**src/rtl/cache_ctrl_pkg.sv**
```systemverilog
// Shared types and constants for the cache controller FSM and its wait timer.
package cache_ctrl_pkg;

    // Controller states. IDLE is the reset state.
    typedef enum logic [2:0] {
        IDLE       = 3'd0,
        COMPARE    = 3'd1,
        WRITE_BACK = 3'd2,
        ALLOCATE   = 3'd3,
        DONE       = 3'd4
    } ctrl_state_e;

    // Encoding of the CPU request type bit.
    localparam logic REQ_READ  = 1'b0;
    localparam logic REQ_WRITE = 1'b1;

endpackage

```
**src/rtl/mem_wait_timer.sv**
```systemverilog
// Counts cycles spent waiting on main memory. The counter is cleared on entry
// to a wait state and stops at MAX, where it flags expiry.
module mem_wait_timer #(
    parameter int MAX = 255,
    parameter int W   = $clog2(MAX + 1)
) (
    input  logic clk,
    input  logic rst_n,
    input  logic clr,
    input  logic en,
    output logic expired
);

    logic [W-1:0] cnt_q;
    logic [W-1:0] cnt_d;

    // Next count: clear wins over increment, and the count saturates at MAX.
    always_comb begin
        cnt_d = cnt_q;
        if (clr)
            cnt_d = '0;
        else if (en && (cnt_q != W'(MAX)))
            cnt_d = cnt_q + W'(1);
    end

    // Counter register, forced to zero while reset is held.
    always_ff @(posedge clk or negedge rst_n) begin
        if (!rst_n)
            cnt_q <= '0;
        else
            cnt_q <= cnt_d;
    end

    assign expired = (cnt_q == W'(MAX));

endmodule

```
**src/rtl/cache_controller.sv**
```systemverilog
// Blocking cache controller: hit/miss compare, dirty write-back, line
// allocate, and a bounded wait on main memory with a timeout error.
module cache_controller
    import cache_ctrl_pkg::*;
#(
    parameter int MEM_TIMEOUT = 255,
    parameter int CNT_WIDTH   = $clog2(MEM_TIMEOUT + 1)
) (
    input  logic clk,
    input  logic rst_n,
    input  logic cpu_req_valid,
    input  logic cpu_req_type,
    output logic cpu_ready,
    output logic cpu_done,
    output logic error,
    input  logic hit,
    input  logic dirty_bit,
    input  logic mem_ack,
    output logic req_type,
    output logic read_en_cache,
    output logic write_en_cache,
    output logic read_en_mem,
    output logic write_en_mem
);

    ctrl_state_e state_q, state_d;
    logic        req_type_q, req_type_d;
    logic        err_q, err_d;
    logic        tmr_clr;
    logic        tmr_en;
    logic        tmr_expired;

    mem_wait_timer #(
        .MAX (MEM_TIMEOUT),
        .W   (CNT_WIDTH)
    ) u_wait_timer (
        .clk     (clk),
        .rst_n   (rst_n),
        .clr     (tmr_clr),
        .en      (tmr_en),
        .expired (tmr_expired)
    );

    // Only cycles spent waiting without an acknowledge advance the timer.
    assign tmr_en = ((state_q == WRITE_BACK) || (state_q == ALLOCATE)) && !mem_ack;

    // Next-state logic; an acknowledge always takes priority over expiry.
    always_comb begin
        state_d    = state_q;
        req_type_d = req_type_q;
        err_d      = err_q;
        tmr_clr    = 1'b0;
        case (state_q)
            IDLE: begin
                err_d = 1'b0;
                if (cpu_req_valid) begin
                    req_type_d = cpu_req_type;
                    state_d    = COMPARE;
                end
            end
            COMPARE: begin
                if (hit) begin
                    state_d = DONE;
                end else if (dirty_bit) begin
                    state_d = WRITE_BACK;
                    tmr_clr = 1'b1;
                end else begin
                    state_d = ALLOCATE;
                    tmr_clr = 1'b1;
                end
            end
            WRITE_BACK: begin
                if (mem_ack) begin
                    state_d = ALLOCATE;
                    tmr_clr = 1'b1;
                end else if (tmr_expired) begin
                    state_d = DONE;
                    err_d   = 1'b1;
                end
            end
            ALLOCATE: begin
                if (mem_ack) begin
                    state_d = COMPARE;
                end else if (tmr_expired) begin
                    state_d = DONE;
                    err_d   = 1'b1;
                end
            end
            DONE: begin
                state_d = IDLE;
                err_d   = 1'b0;
            end
            default: begin
                state_d = IDLE;
                err_d   = 1'b0;
            end
        endcase
    end

    // FSM register: state, latched request type and pending-timeout flag.
    always_ff @(posedge clk or negedge rst_n) begin
        if (!rst_n) begin
            state_q    <= IDLE;
            req_type_q <= REQ_READ;
            err_q      <= 1'b0;
        end else begin
            state_q    <= state_d;
            req_type_q <= req_type_d;
            err_q      <= err_d;
        end
    end

    // Output decode from the state register, latched type and hit only.
    always_comb begin
        cpu_ready      = 1'b0;
        cpu_done       = 1'b0;
        error          = 1'b0;
        read_en_cache  = 1'b0;
        write_en_cache = 1'b0;
        read_en_mem    = 1'b0;
        write_en_mem   = 1'b0;
        case (state_q)
            IDLE:    cpu_ready = 1'b1;
            COMPARE: begin
                read_en_cache  = hit && (req_type_q == REQ_READ);
                write_en_cache = hit && (req_type_q == REQ_WRITE);
            end
            WRITE_BACK: begin
                read_en_cache = 1'b1;
                write_en_mem  = 1'b1;
            end
            ALLOCATE: begin
                read_en_mem    = 1'b1;
                write_en_cache = 1'b1;
            end
            DONE: begin
                cpu_done = 1'b1;
                error    = err_q;
            end
            default: cpu_ready = 1'b0;
        endcase
    end

    assign req_type = req_type_q;

endmodule

```
**config.mk**
```make
export PLATFORM = sky130hd
export DESIGN_NAME = cache_controller
export DESIGN_NICKNAME = d
export VERILOG_FILES = /design/src/rtl/cache_ctrl_pkg.sv /design/src/rtl/mem_wait_timer.sv /design/src/rtl/cache_controller.sv
export SDC_FILE = /design/constraint.sdc
export NUM_CORES = 1
export LEC_CHECK = 0
export BUFFER_PORTS_ARGS = -buffer_cell sky130_fd_sc_hd__buf_2
export CAP_MARGIN = 20
export CORE_MARGIN = 2
export CORE_UTILIZATION = 52
export CTS_CLUSTER_DIAMETER = 80
export CTS_CLUSTER_SIZE = 14
export DETAILED_ROUTE_END_ITERATION = 6
export GPL_ROUTABILITY_DRIVEN = 0
export MAX_ROUTING_LAYER = met4
export PLACE_DENSITY = 0.78
export SLEW_MARGIN = 20
export SYNTH_ARGS = -nofsm -noshare
export SYNTH_HDL_FRONTEND = slang
export SYNTH_SLANG_ARGS = --single-unit
```
**constraint.sdc**
```tcl
create_clock -name clk -period 2.4 [get_ports clk]
set_clock_uncertainty 0.1 [all_clocks]
set_input_delay 0.48 -clock clk [delete_from_list [all_inputs] [get_ports clk]]
set_output_delay 0.48 -clock clk [all_outputs]
set_load 0.005 [all_outputs]
```
## After elaboration in Yosys (flattened, before gate mapping)

Cells that the tools add are included.
W data, S select, Z words.

- Add/sub/neg operators: 1
- Reduce and logical (&&, ||, !) cells: 11
- Shift-type cells: 0
- Magnitude comparators: 0
- Bitwise operators: 2
- Multiply operators: 0
- Multiplexer cells: 22
- Equality and inequality tests: 9
- Divide/modulo/power cells: 0

Operators with widths:

| operator | count |
|---|---|
| $mux W8 | 2 |
| $mux W3 | 5 |
| $pmux W3 S4 | 1 |
| $mux W1 | 10 |
| $add A8 B1 Y8 const B | 1 |
| $eq A8 B8 Y1 const B | 1 |
| $ne A8 B8 Y1 const B | 1 |
| $pmux W1 S2 | 4 |
| $eq A3 B2 Y1 const B | 2 |
| $logic_and A1 B1 Y1 | 4 |
| $ne A2 B2 Y1 const B | 2 |
| $eq A3 B1 Y1 const B | 1 |
| $eq A3 B3 Y1 const B | 1 |
| $logic_not A3 Y1 | 1 |
| $reduce_and A3 Y1 | 1 |
| $ne A2 B1 Y1 const B | 1 |
| $not A1 Y1 | 2 |
| $reduce_and A2 Y1 | 1 |
| $reduce_bool A2 Y1 | 1 |
| $reduce_or A2 Y1 | 1 |
| $logic_not A1 Y1 | 1 |
| $logic_or A1 B1 Y1 | 1 |

- Memory bits (read-only): 0
- Memories: 0
- Bits in latches: 0
- Bits in registers: 13
- Input port bits: 7
- RAM bits: 0

## Longest topological paths before layout

- Depth in word-level cells: 6
- Mapped depth: 5
- Mapped depth without buffers: 4

## Cells and area by module

A second synthesis with hierarchy kept.

- Cell total of the unflattened synthesis: 85
- Area total of the unflattened synthesis: 810.8 um^2

By module, submodules not included:

| module | times used | area each (um^2) | cells an instance |
|---|---|---|---|
| mem_wait_timer | 1 | 469.2 | 47 |
| cache_controller | 1 | 341.6 | 38 |

## Least setup slack after synthesis

Ideal clock, no wire load.

- Path kind: register to output
- From: register state_q[1]
- To: output read_en_cache
- Arrival time: 1.257 ns
- Path slack: 0.563 ns
- Data required time: 1.820 ns
- Cell stages (with the launch flop): 5
- Cells stage by stage: dfrtp_1 -> buf_4 -> nand2b_1 -> or3b_2 -> a21oi_1

- Cells in the longest elaborated chain, start to end: 2
- Elaborated cells on any way between the ends: 3
- Classes of those cells: eq/ne (2); mux (1)

Ends and longest elaborated chain:

| item | RTL line | source |
|---|---|---|
| from (decl) | cache_controller.sv:26 | `ctrl_state_e state_q, state_d;` |
| from (signal assigned) | cache_controller.sv:107 | `state_q <= state_d;` |
| $eq A3 B2 Y1 or $eq A3 B1 Y1 (tied branches) | cache_controller.sv:122 | `case (state_q)` |
| $pmux W1 S2 (*) | cache_controller.sv:122 |  |
| to (decl) | cache_controller.sv:20 | `output logic read_en_cache,` |

Every way passes the cells marked *; elsewhere a longest branch is shown, timed or not.

## Worst setup path after layout

Ends and elaborated chain as after synthesis.

==> metrics.txt <==
# TYPE chip_impl_metric gauge
chip_impl_info{name="status",value="complete, no violations"} 1
chip_impl_metric{name="detail_route.first_pass.iterations",unit=""} 4
chip_impl_metric{name="detail_route.drc_violations",unit=""} 0
chip_impl_metric{name="ys_seq_area_share",unit="%"} 40.6
chip_impl_metric{name="multiInputGateArea",unit="um2"} 452
chip_impl_metric{name="global_route.usage.met2",unit="%"} 31.6
chip_impl_info{name="post_synth_top_area_cell",value="dfrtp_1"} 1
chip_impl_metric{name="post_drt_wl_per_cell",unit="um"} 15.2
chip_impl_metric{name="global_route.usage.met1",unit="%"} 27.5
chip_impl_metric{name="synth-async-reset-ratio",unit="%"} 100
chip_impl_metric{name="synth_enable_flop_cells",unit=""} 0
chip_impl_metric{name="reported_max_cap_violation_count",unit=""} 0
chip_impl_metric{name="netlist_instances",unit=""} 81
chip_impl_metric{name="finalSetupViolations",unit=""} 0
chip_impl_metric{name="io_pins",unit=""} 15
chip_impl_info{name="timing_worst_setup_path_type",value="reg2out"} 1
chip_impl_info{name="r2r_start",value="state_q[2]"} 1
chip_impl_metric{name="required",unit="ps"} 1820
chip_impl_metric{name="port_buffers",unit=""} 14
chip_impl_metric{name="mapped_avg_cell_area",unit="um2"} 9.89
chip_impl_metric{name="grtUsageTotal",unit="%"} 21.0
chip_impl_info{name="grt_setup_unrepaired",value="no"} 1
chip_impl_metric{name="number_of_antenna_diodes",unit=""} 0
chip_impl_metric{name="cts_made_buffers",unit=""} 3
chip_impl_metric{name="critical_path.max_fanout",unit=""} 12
chip_impl_info{name="start_point_of_the_critical_path",value="state_q[1]"} 1
chip_impl_metric{name="route.antenna.remaining_nets",unit=""} 0
chip_impl_info{name="grt_busiest_layer",value="met2"} 1
chip_impl_info{name="critical_path.endpoint_type",value="output port"} 1
chip_impl_metric{name="fmax",unit="MHz"} 437
chip_impl_metric{name="worst_r2r_path_cells",unit=""} 3
chip_impl_metric{name="synthesis.nets",unit=""} 89
chip_impl_metric{name="number_of_global_route_vias_before_repair",unit=""} 635
chip_impl_metric{name="post_synth_instance_area",unit="um2"} 801
chip_impl_metric{name="worst-r2r-setup-slack",unit="ps"} 500
chip_impl_metric{name="numClockSinks",unit=""} 13
chip_impl_info{name="reg2reg_to",value="u_wait_timer.cnt_q[1]"} 1
chip_impl_metric{name="hpwl",unit="um"} 1260
chip_impl_metric{name="final_tns_setup",unit="ps"} 0
chip_impl_metric{name="std_cell_rows",unit=""} 14
chip_impl_metric{name="power.density",unit="nW/um2"} 871
chip_impl_metric{name="final_min_period_over_clock_period",unit="%"} 95.3
chip_impl_metric{name="core_area",unit="um2"} 1470
chip_impl_info{name="crit_path_start_kind",value="flop"} 1
chip_impl_metric{name="die_width",unit="um"} 43.2
chip_impl_metric{name="use_met3",unit="%"} 2.55
chip_impl_metric{name="postRouteWirelength",unit="um"} 1700
chip_impl_metric{name="irDropWorstVdd",unit="V"} 0.000620
chip_impl_metric{name="worstPathArrival",unit="ps"} 1710
chip_impl_metric{name="detailroute.via_count",unit=""} 701
chip_impl_info{name="worst_setup_path_endpoint",value="read_en_cache"} 1
chip_impl_metric{name="die-height",unit="um"} 43.2
chip_impl_metric{name="layout_min_cycle_time",unit="ps"} 2290
chip_impl_metric{name="hold_slack",unit="ps"} 330
chip_impl_metric{name="leakage",unit="nW"} 0.422
chip_impl_info{name="ys_dominant_reg_cell",value="dfrtp_1"} 1
chip_impl_metric{name="post_dr_vias_cell",unit=""} 6.26
chip_impl_metric{name="finalHoldViolCount",unit=""} 0
chip_impl_metric{name="fillers",unit=""} 135
chip_impl_info{name="synth_common_cells",value="13 x dfrtp_1, 6 x nand3_1, 5 x nand2_1, 4 x a211oi_1, 4 x mux2i_1"} 1
chip_impl_metric{name="synth_top_cell_area_share",unit="%"} 40.6
chip_impl_metric{name="clock_tree.buffer_depth",unit=""} 2
chip_impl_metric{name="layout-drive-gt1-share",unit="%"} 21.9
chip_impl_info{name="clock-root-buffer",value="clkbuf_4"} 1
chip_impl_metric{name="flow.area_growth_from_synthesis",unit="%"} 12.8
chip_impl_metric{name="fin_nets",unit=""} 105
chip_impl_metric{name="grt_antenna_before_repair",unit=""} 0
chip_impl_metric{name="worstMarginPinSlew",unit="ps"} 415
chip_impl_metric{name="synth.distinct_cells",unit=""} 38
chip_impl_metric{name="slew_headroom",unit="%"} 72.2
chip_impl_metric{name="grt_total_ovfl",unit=""} 0
chip_impl_metric{name="post_cts.repair.setup_buffers",unit=""} 0
chip_impl_metric{name="yosysWarningCount",unit=""} 0
chip_impl_metric{name="post_cts.resized_instances",unit=""} 0
chip_impl_metric{name="drt_first_iter_violations",unit=""} 5
chip_impl_metric{name="timing.final.max_slew_violations",unit=""} 0
chip_impl_metric{name="postCtsHoldBufs",unit=""} 1
chip_impl_info{name="tritoncts",value="done"} 1
chip_impl_metric{name="storage_element_area",unit="um2"} 325
chip_impl_metric{name="htreeDepth",unit=""} 1
chip_impl_info{name="yosys-top-cells-area",value="dfrtp_1 41%, mux2i_1 5.0%, nand3_1 3.8%"} 1
chip_impl_info{name="min-delay-path-class",value="in2reg"} 1
chip_impl_metric{name="die-area",unit="um2"} 1870
chip_impl_metric{name="clk-insertion-delay-late",unit="ps"} 280
chip_impl_metric{name="clk_transition_reported_paths",unit="ps"} 80
chip_impl_metric{name="initial_utilization",unit="%"} 54.4
chip_impl_metric{name="grt_pass1_wl",unit="um"} 2870
chip_impl_metric{name="ys_ff_latch",unit=""} 13
chip_impl_metric{name="grt_start_max_net_pins",unit=""} 14
chip_impl_info{name="yosys.cell_count.top_type",value="dfrtp_1"} 1
## layout by cell type (no fill, tap or decap), types with 2 or more instances in the layout
master and n:
clkbuf_4 3, and2_1 3, a211oi_1 4, nor2_1 3
nor3_1 3, a31oi_1 3, and4_1 3, nand2_1 5
o21ai_0 2, dfrtp_1 13, mux2i_1 4, and3_1 3
nand3_1 6, a21oi_1 2, buf_2 14, nand2b_1 2
## logic make-up (layout without fill, tap and decap cells)
| group | Yosys count | in the layout | share of synthesized area [%] |
|---|---|---|---|
| adder cells (fa/ha/maj) | 1 | 1 | 1.56 |
| buffers and inverters | 4 | 19 | 2.97 |
| AND/OR/NAND/NOR | 39 | 39 | 30.9 |
| AO/OA/AOI/OAI | 18 | 18 | 15.6 |
| multiplexers | 6 | 6 | 8.28 |
| flip-flops | 13 | 13 | 40.6 |
## metrics by stage
stage	utilization (%)	instances	setup WS [ps]	power [mW]	cell area, um2
final	61.4	112	112	0.787	903
after global routing	61.4	112	39.6	0.840	903
after CTS	61.4	112	123	0.790	903
after detailed placement	58.9	107	427	0.652	867
after global placement	58.9	107	475	0.644	867
after floorplan	-	81	563	0.570	801
## power by group
group	total, mW	internal (mW)	switching (mW)
registers	0.349	0.265	0.0838
clock network	0.136	0.0644	0.0721
logic	0.302	0.158	0.144
total	0.787	0.487	0.300
## how the worst min path moves through the flow
stage               cells past startpoint  slack [ps]    startpoint    endpoint
CTS                                     2         330  cpu_req_type    req_type
floorplan                               0          80         rst_n       err_q
finish                                  2         330  cpu_req_type    req_type
global placement                        1         280         rst_n  state_q[0]
global route                            2         350  cpu_req_type    req_type
detailed placement                      1         280         rst_n       err_q
## sequential cells by signal, summed over array words and instances, names as in the netlist
signal / cells
req_type: 1
err_q: 1
u_wait_timer.cnt_q: 8
state_q: 3
## layer usage
| layer | share of wire (%) | vias up |
|---|---|---|
| li1 | - | 343 |
| met1 | 46 | 341 |
| met2 | 49 | 13 |
| met3 | 2.7 | 4 |
| met4 | 2.0 | 0 |
| met5 | 0 | - |
## area by class of cell
cell class | instances | area share [%]
multi-input cells | 64 | 50.0
repair buffers | 15 | 8.86
flip-flops and latches | 13 | 36.0
clock buffers | 4 | 2.91
well taps | 16 | 2.22
## critical path: stages, from the launching register on
cell and delay (ps):
dfrtp_1 500, nand2b_1 220, or3b_2 440, a21oi_1 150, buf_2 130
Note: power is estimated with default switching activity, not from simulation.
